[config.mk]
export PLATFORM = sky130hd
export DESIGN_NAME = serial_adder
export DESIGN_NICKNAME = d
export VERILOG_FILES = /design/src/rtl/serial_adder_pkg.sv /design/src/rtl/serial_adder_full_adder.sv /design/src/rtl/serial_adder.sv
export SDC_FILE = /design/constraint.sdc
export NUM_CORES = 1
export LEC_CHECK = 0
export CAP_MARGIN = 20
export CELL_PAD_IN_SITES_DETAIL_PLACEMENT = 1
export CELL_PAD_IN_SITES_GLOBAL_PLACEMENT = 1
export CORE_UTILIZATION = 40
export DETAILED_ROUTE_END_ITERATION = 10
export HOLD_SLACK_MARGIN = 0.08
export PLACE_DENSITY_LB_ADDON = 0.25
export SLEW_MARGIN = 40
export SYNTH_ARGS = -nofsm -noshare
export SYNTH_HDL_FRONTEND = slang
export SYNTH_SLANG_ARGS = --single-unit
[constraint.sdc]
create_clock -name clk -period 3.1 [get_ports clk]
set_input_delay 0.62 -clock clk [delete_from_list [all_inputs] [get_ports clk]]
set_output_delay 0.62 -clock clk [all_outputs]
set_load 0.02 [all_outputs]
[src/rtl/serial_adder_pkg.sv]
// Shared definitions for the bit-serial adder: FSM encoding and default width.
package serial_adder_pkg;

    localparam int DEFAULT_WIDTH = 8;

    typedef enum logic [1:0] {
        S_IDLE  = 2'd0,
        S_SHIFT = 2'd1,
        S_DONE  = 2'd2
    } state_t;

endpackage

[src/rtl/serial_adder_full_adder.sv]
// Gate-level full adder built from two half adders and an OR gate.
module half_adder (
    output logic sum,
    output logic cout,
    input  logic a,
    input  logic b
);
    assign sum  = a ^ b;
    assign cout = a & b;
endmodule

module full_adder (
    output logic sum,
    output logic cout,
    input  logic a,
    input  logic b,
    input  logic cin
);
    logic s1;
    logic c1;
    logic c2;

    half_adder u_ha0 (.sum(s1),  .cout(c1), .a(a),  .b(b));
    half_adder u_ha1 (.sum(sum), .cout(c2), .a(s1), .b(cin));

    // The two half-adder carries are never both high, so OR equals XOR here.
    assign cout = c1 | c2;
endmodule

[src/rtl/serial_adder.sv]
// Bit-serial WIDTH-bit adder: one full adder plus a carry flop, LSB-first over WIDTH cycles.
module serial_adder
    import serial_adder_pkg::*;
#(
    parameter int WIDTH = DEFAULT_WIDTH,
    parameter int CNT_W = $clog2(WIDTH)
) (
    input  logic             clk,
    input  logic             rst_n,
    input  logic             start,
    input  logic [WIDTH-1:0] a,
    input  logic [WIDTH-1:0] b,
    input  logic             cin,
    output logic             busy,
    output logic             done,
    output logic [WIDTH-1:0] sum,
    output logic             cout
);

    localparam logic [CNT_W-1:0] LAST_BIT = CNT_W'(WIDTH - 1);

    state_t             state;
    state_t             next_state;
    logic [WIDTH-1:0]   a_sr;
    logic [WIDTH-1:0]   b_sr;
    logic [WIDTH-1:0]   s_sr;
    logic               carry;
    logic [CNT_W-1:0]   cnt;
    logic               fa_sum;
    logic               fa_cout;
    logic [WIDTH-1:0]   s_next;

    full_adder u_fa (
        .sum  (fa_sum),
        .cout (fa_cout),
        .a    (a_sr[0]),
        .b    (b_sr[0]),
        .cin  (carry)
    );

    assign s_next = {fa_sum, s_sr[WIDTH-1:1]};
    assign busy   = (state == S_SHIFT);
    assign done   = (state == S_DONE);

    always_ff @(posedge clk or negedge rst_n) begin
        if (!rst_n) begin
            state <= S_IDLE;
        end else begin
            state <= next_state;
        end
    end

    always_comb begin
        // NOTE: assign the default first so every path drives next_state; no latch.
        next_state = state;
        case (state)
            S_IDLE:  if (start) next_state = S_SHIFT;
            S_SHIFT: if (cnt == LAST_BIT) next_state = S_DONE;
            S_DONE:  next_state = S_IDLE;
            default: next_state = S_IDLE;
        endcase
    end

    // NOTE: non-blocking assignments so every register samples pre-edge values.
    always_ff @(posedge clk or negedge rst_n) begin
        if (!rst_n) begin
            a_sr  <= '0;
            b_sr  <= '0;
            s_sr  <= '0;
            carry <= 1'b0;
            cnt   <= '0;
            sum   <= '0;
            cout  <= 1'b0;
        end else begin
            case (state)
                S_IDLE: begin
                    if (start) begin
                        a_sr  <= a;
                        b_sr  <= b;
                        carry <= cin;
                        cnt   <= '0;
                    end
                end
                S_SHIFT: begin
                    s_sr  <= s_next;
                    a_sr  <= {1'b0, a_sr[WIDTH-1:1]};
                    b_sr  <= {1'b0, b_sr[WIDTH-1:1]};
                    carry <= fa_cout;
                    cnt   <= cnt + 1'b1;
                    // Result registers update only on the edge that enters DONE.
                    if (cnt == LAST_BIT) begin
                        sum  <= s_next;
                        cout <= fa_cout;
                    end
                end
                default: ;
            endcase
        end
    end

endmodule

==> flow_summary.ini, run 1 <==
[status]
status = completed

[global_routing]
grtUsageTotal = 0.187
grt.busiest_layer = met2
grt_pass1_vias = 1219
gr-usage-met1 = 0.228
grt_max_degree = 39
grt_pass1_wl_um = 6080
grtUsageMet3 = 0.0557
gr-usage-met2 = 0.306
gr-total-overflow = 0
antenna_found_initial = 0

[pwr]
swShare = 0.341
pwr-share-clk = 0.161
ir_drop_mv = 0.378
p_leak_nw = 0.918
seq_power_share = 0.411
power_density_nw_per_um2 = 980
p_switching_mw = 0.725
combPwrFrac = 0.429
finalPower_mw = 2.12
cellInternalPower_mw = 1.40

[sta]
finalCritPeriodShare = 0.750
timing.final.crit_period_ps = 2330
whs_ps = 492
setup_viol = 0
hold_viol_final = 0
tns_ps = 0
fin_skew_ps = 4.16
maxSlewHeadroom = 0.598
slew_viol_final = 0
layout_setup_ws_ps = 774
rsz0062_at_grt = no
worst_pin_slew_ps = 602
clock.fmax_mhz = 430

[worst_setup_path]
max_stage_delay_ps = 610
path_cells = buf_4 > nor2b_1 > clkdlybuf4s50_1
crit_slowest_cell = clkdlybuf4s50_1
crit_path_start_kind = flip-flop
end_kind = primary output
cp.required_ps = 2480
cp_max_fo = 31
cp.arrival_ps = 1710
worstSetupPathType = flip-flop to primary output

[cts]
cts_root_buf = clkbuf_8
post_cts_resize_count = 0
holdBufCountCts = 0
path_clk_slew_ps = 70
cts_sinks = 38
cts_max_level = 2
cts_made_buffers = 5
cts_tree = yes
clk-insertion-delay-late_ps = 280
cts_setup_buffers = 0
clockBufferDepth = 2

[job]
cap_violations = 0

[routing]
wl_per_cell_um = 16.9
dr.pass1.iters = 4
antenna_left = 0
routed_wl_um = 3650
viasPerCell = 5.53
post-route-drc-count = 0
drt_iter0_markers = 51
vias = 1194

[synthesis]
yosys_register_bits = 38
synth_nets = 157
ys_seq_area_frac = 0.550
synth_cell_types = 27
syn-cell-area_um2 = 1730
synthCells = 134
yosysWarnings = 0
post_synth.cell_area_avg_um2 = 12.9

[floorplan]
die_x_um = 67.8
coreArea_um2 = 4090
ios = 31
start_util = 0.423
rows = 23
die-area_um2 = 4590
die_h_um = 67.8

[finish]
fin_area_um2 = 2170
multiInputGateArea_um2 = 676
final_common_cell = dfrtp_1
nFillCells = 413
antenna_cells = 0
final_cell_mix = 38 x dfrtp_1, 30 x clkdlybuf4s50_1, 16 x mux2_2
layout-drive-gt1-share = 0.211
regArea_um2 = 951
area_delta_synth_final_pct = 25.3
final_nets = 188

[placed_design]
place_ws_ps = 706
gp_congestion = 0.719
dpl_cell_area_um2 = 2080
hpwlAfterDp_um = 2560
port_buffers = 30

[worst_hold_path]
hp-class = flip-flop to flip-flop
[layout make-up]
cell class,count,area share
clock inverter,1,0.00231
multi-input combinational,72,0.312
clock buffer,7,0.0398
tap,50,0.0289
timing repair buffer,35,0.156
sequential,38,0.439
inverter,13,0.0225
[per-stage QoR]
| stage | utilization | std cells |
|---|---|---|
| global route | 0.530 | 216 |
| finish | 0.530 | 216 |
| floorplan | - | 134 |
| global placement | 0.508 | 208 |
| CTS | 0.530 | 216 |
| detailed placement | 0.508 | 208 |
[power groups by stage]
stage                     registers, mW  logic, mW  clock network, mW
after floorplan                   0.921      0.549                  0
after global placement            0.863      0.875                  0
after detailed placement          0.885      0.927                  0
after CTS                         0.877      0.932              0.358
after global routing              0.903       1.01              0.378
final                             0.872      0.910              0.341
[synth_stat cells, drive strengths merged]
cell type | count | area share
nor4b | 11 | 0.056
clkinv | 1 | 0.0022
buf | 7 | 0.022
dfrtp | 38 | 0.55
a22o | 2 | 0.010
mux2 | 16 | 0.10
or4b | 4 | 0.023
o21ba | 1 | 0.0058
inv | 12 | 0.026
ha | 2 | 0.014
a21oi | 1 | 0.0029
a211oi | 8 | 0.035
o221a | 4 | 0.026
o21bai | 1 | 0.0043
fa | 1 | 0.012
a221oi | 3 | 0.015
nor3b | 10 | 0.043
nor4bb | 2 | 0.012
clkbuf | 4 | 0.0094
mux2i | 1 | 0.0058
nand2b | 1 | 0.0036
a211o | 2 | 0.010
nand3b | 1 | 0.0043
nor2b | 1 | 0.0036
[critical path, delay by kind of cell, from the launching register on]
| family | cells | cell delay, ps |
|---|---|---|
| flops | 1 | 340 |
| simple gates | 1 | 170 |
| buf+inv | 2 | 900 |
[state kept, by name, summed over array words and instances (netlist names)]
signal / flops
sum: 8
cnt: 3
state: 2
cout: 1
b_sr: 8
carry: 1
a_sr: 8
s_sr: 7
[logic make-up after synthesis]
kind of cell	count (synthesis)	share of synthesized area
DFF	38	0.550
AOI/OAI and AO/OA	22	0.109
adders and majority gates	3	0.0260
muxes	17	0.110
and+or+nand+nor	30	0.145
buffers and inverters	24	0.0593
[per-layer routing]
layer | up-vias | routed length, µm
met2 | 22 | 1920
li1 | 556 | -
met3 | 2 | 129
met4 | 0 | 25
met5 | - | 0
met1 | 614 | 1570
[final timing paths]
check	endpoint	cells past startpoint	startpoint	slack, ps
min in group asynchronous	sum[5]	2	rst_n	760
max in group asynchronous	b_sr[3]	2	rst_n	2010
worst min-delay path	cnt[0]	1	cnt[0]	490
worst min register to register	cnt[0]	1	cnt[0]	490
worst max-delay path	done	3	state[1]	770
worst max register to register	sum[1]	4	cnt[0]	1380
(Power assumes the default switching activity.)
==> run 2, diff against run 1 <==
==> constraint.sdc (replaced) <==
create_clock -name clk -period 2.15 [get_ports clk]
set_input_delay 0.43 -clock clk [delete_from_list [all_inputs] [get_ports clk]]
set_output_delay 0.43 -clock clk [all_outputs]
set_load 0.02 [all_outputs]
==> run 2 against run 1 <==
Largest cell class unchanged. Worst setup slack lost 630 ps. Global-route usage grew 1.1 points. Total power grew 44%. Final cell count is the same. Register-to-register slack lost 960 ps. Critical path type unchanged. Combinational power grew 45%. Clock power grew 34%.
==> flow_summary.ini, run 2 (synthesis results as in run 1) <==
[pwr]
power_density_nw_per_um2 = 1410
p_leak_nw = 0.916
finalPower_mw = 3.05
ir_drop_mv = 0.584

[routing]
drt_iter0_markers = 46
viasPerCell = 5.54
antenna_left = 0
wl_per_cell_um = 17.9
post-route-drc-count = 0
routed_wl_um = 3860
vias = 1196
dr.pass1.iters = 4

[floorplan]
start_util = 0.423
die_h_um = 67.8
die-area_um2 = 4590
coreArea_um2 = 4090
rows = 23
die_x_um = 67.8
ios = 31

[sta]
setup_viol = 0
maxSlewHeadroom = 0.611
layout_setup_ws_ps = 148
whs_ps = 507
timing.final.crit_period_ps = 2000
hold_viol_final = 0
clock.fmax_mhz = 499
finalCritPeriodShare = 0.931
tns_ps = 0
rsz0062_at_grt = no
slew_viol_final = 0
fin_skew_ps = 5.10
worst_pin_slew_ps = 583

[cts]
cts_sinks = 38
post_cts_resize_count = 0
holdBufCountCts = 0
cts_max_level = 2
cts_root_buf = clkbuf_8
clk-insertion-delay-late_ps = 290
cts_setup_buffers = 0
path_clk_slew_ps = 70
clockBufferDepth = 2
cts_tree = yes
cts_made_buffers = 5

[placed_design]
hpwlAfterDp_um = 2630
port_buffers = 30
dpl_cell_area_um2 = 2090
place_ws_ps = 239
gp_congestion = 0.753

[global_routing]
grt_max_degree = 39
grt_pass1_vias = 1272
grtUsageTotal = 0.198
gr-total-overflow = 0
grt_pass1_wl_um = 6310
antenna_found_initial = 0

[finish]
layout-drive-gt1-share = 0.211
antenna_cells = 0
regArea_um2 = 951
final_nets = 189
area_delta_synth_final_pct = 25.1
multiInputGateArea_um2 = 679
nFillCells = 421
final_common_cell = dfrtp_1
reg.largest.list = a_sr (8), b_sr (8), sum (8)
final_cell_mix = 38 x dfrtp_1, 30 x clkdlybuf4s50_1, 16 x mux2_2
fin_area_um2 = 2160

[worst_setup_path]
worstSetupPathType = flip-flop to primary output
crit_slowest_cell = clkdlybuf4s50_1
r2r-start = cnt[0]
end_kind = primary output
cp.required_ps = 1720
cp.arrival_ps = 1570
crit_start = state[1]
path_cells = nand2b_1 > clkinv_1 > clkdlybuf4s50_1
cp_max_fo = 7
crit_family = buffers and inverters
crit_buf_inv = 2
max_stage_delay_ps = 610
crit_path_start_kind = flip-flop

[status]
status = completed

[worst_hold_path]
hp-class = flip-flop to flip-flop
hold_start = sum[5]

[job]
cap_violations = 0
[run 2: cell count changes in the layout (fill, tap and decap cells not counted)]
cell      delta
o21bai_1     -1
o21bai_2     +1
buf_4        +1
clkbuf_8     -1
clkinv_2     -1
clkbuf_1     +1
[run 2: layout make-up]
class / count / share of cell area
clock buffer: 7 / 0.0353
timing repair buffer: 36 / 0.160
tap: 50 / 0.0289
inverter: 13 / 0.0226
sequential: 38 / 0.440
multi-input combinational: 72 / 0.314
[run 2: worst reg2reg max path, cell delays in order, from the launching register on]
cell and delay, ps:
dfrtp_1 410, ha_1 210, ha_1 200, nand3b_1 380
mux2_2 410
[run 2: routing by layer]
layer | GRT usage | wire (µm) | share of wire | vias to the layer above
li1 | - | - | - | 553
met1 | 0.243 | 1720 | 0.44 | 615
met2 | 0.312 | 1920 | 0.50 | 21
met3 | 0.0642 | 139 | 0.036 | 7
met4 | 0.0931 | 81 | 0.021 | 0
met5 | 0 | 0 | 0 | -
[run 2: where the power goes]
group	internal, mW	total [mW]	switching [mW]	leakage (nW)
Clock	0.223	0.458	0.235	0.0383
Sequential	1.06	1.27	0.211	0.450
Combinational	0.703	1.32	0.614	0.428
Total	1.99	3.05	1.06	0.916
[run 2: per-stage QoR]
stage | cells | util
2_1_floorplan | 134 | -
3_3_place_gp | 209 | 0.510
3_5_place_dp | 209 | 0.511
4_1_cts | 216 | 0.529
5_1_grt | 216 | 0.529
6_report | 216 | 0.529
[run 2: worst paths after layout]
check / end / slack (ps) / cells past startpoint
setup / recovery: busy / 150 / 3
hold / removal: sum[5] / 510 / 1
setup reg to reg: sum[6] / 420 / 4
hold reg to reg: sum[5] / 510 / 1
max in group asynchronous: sum[6] / 1240 / 2
min in group asynchronous: s_sr[6] / 570 / 2
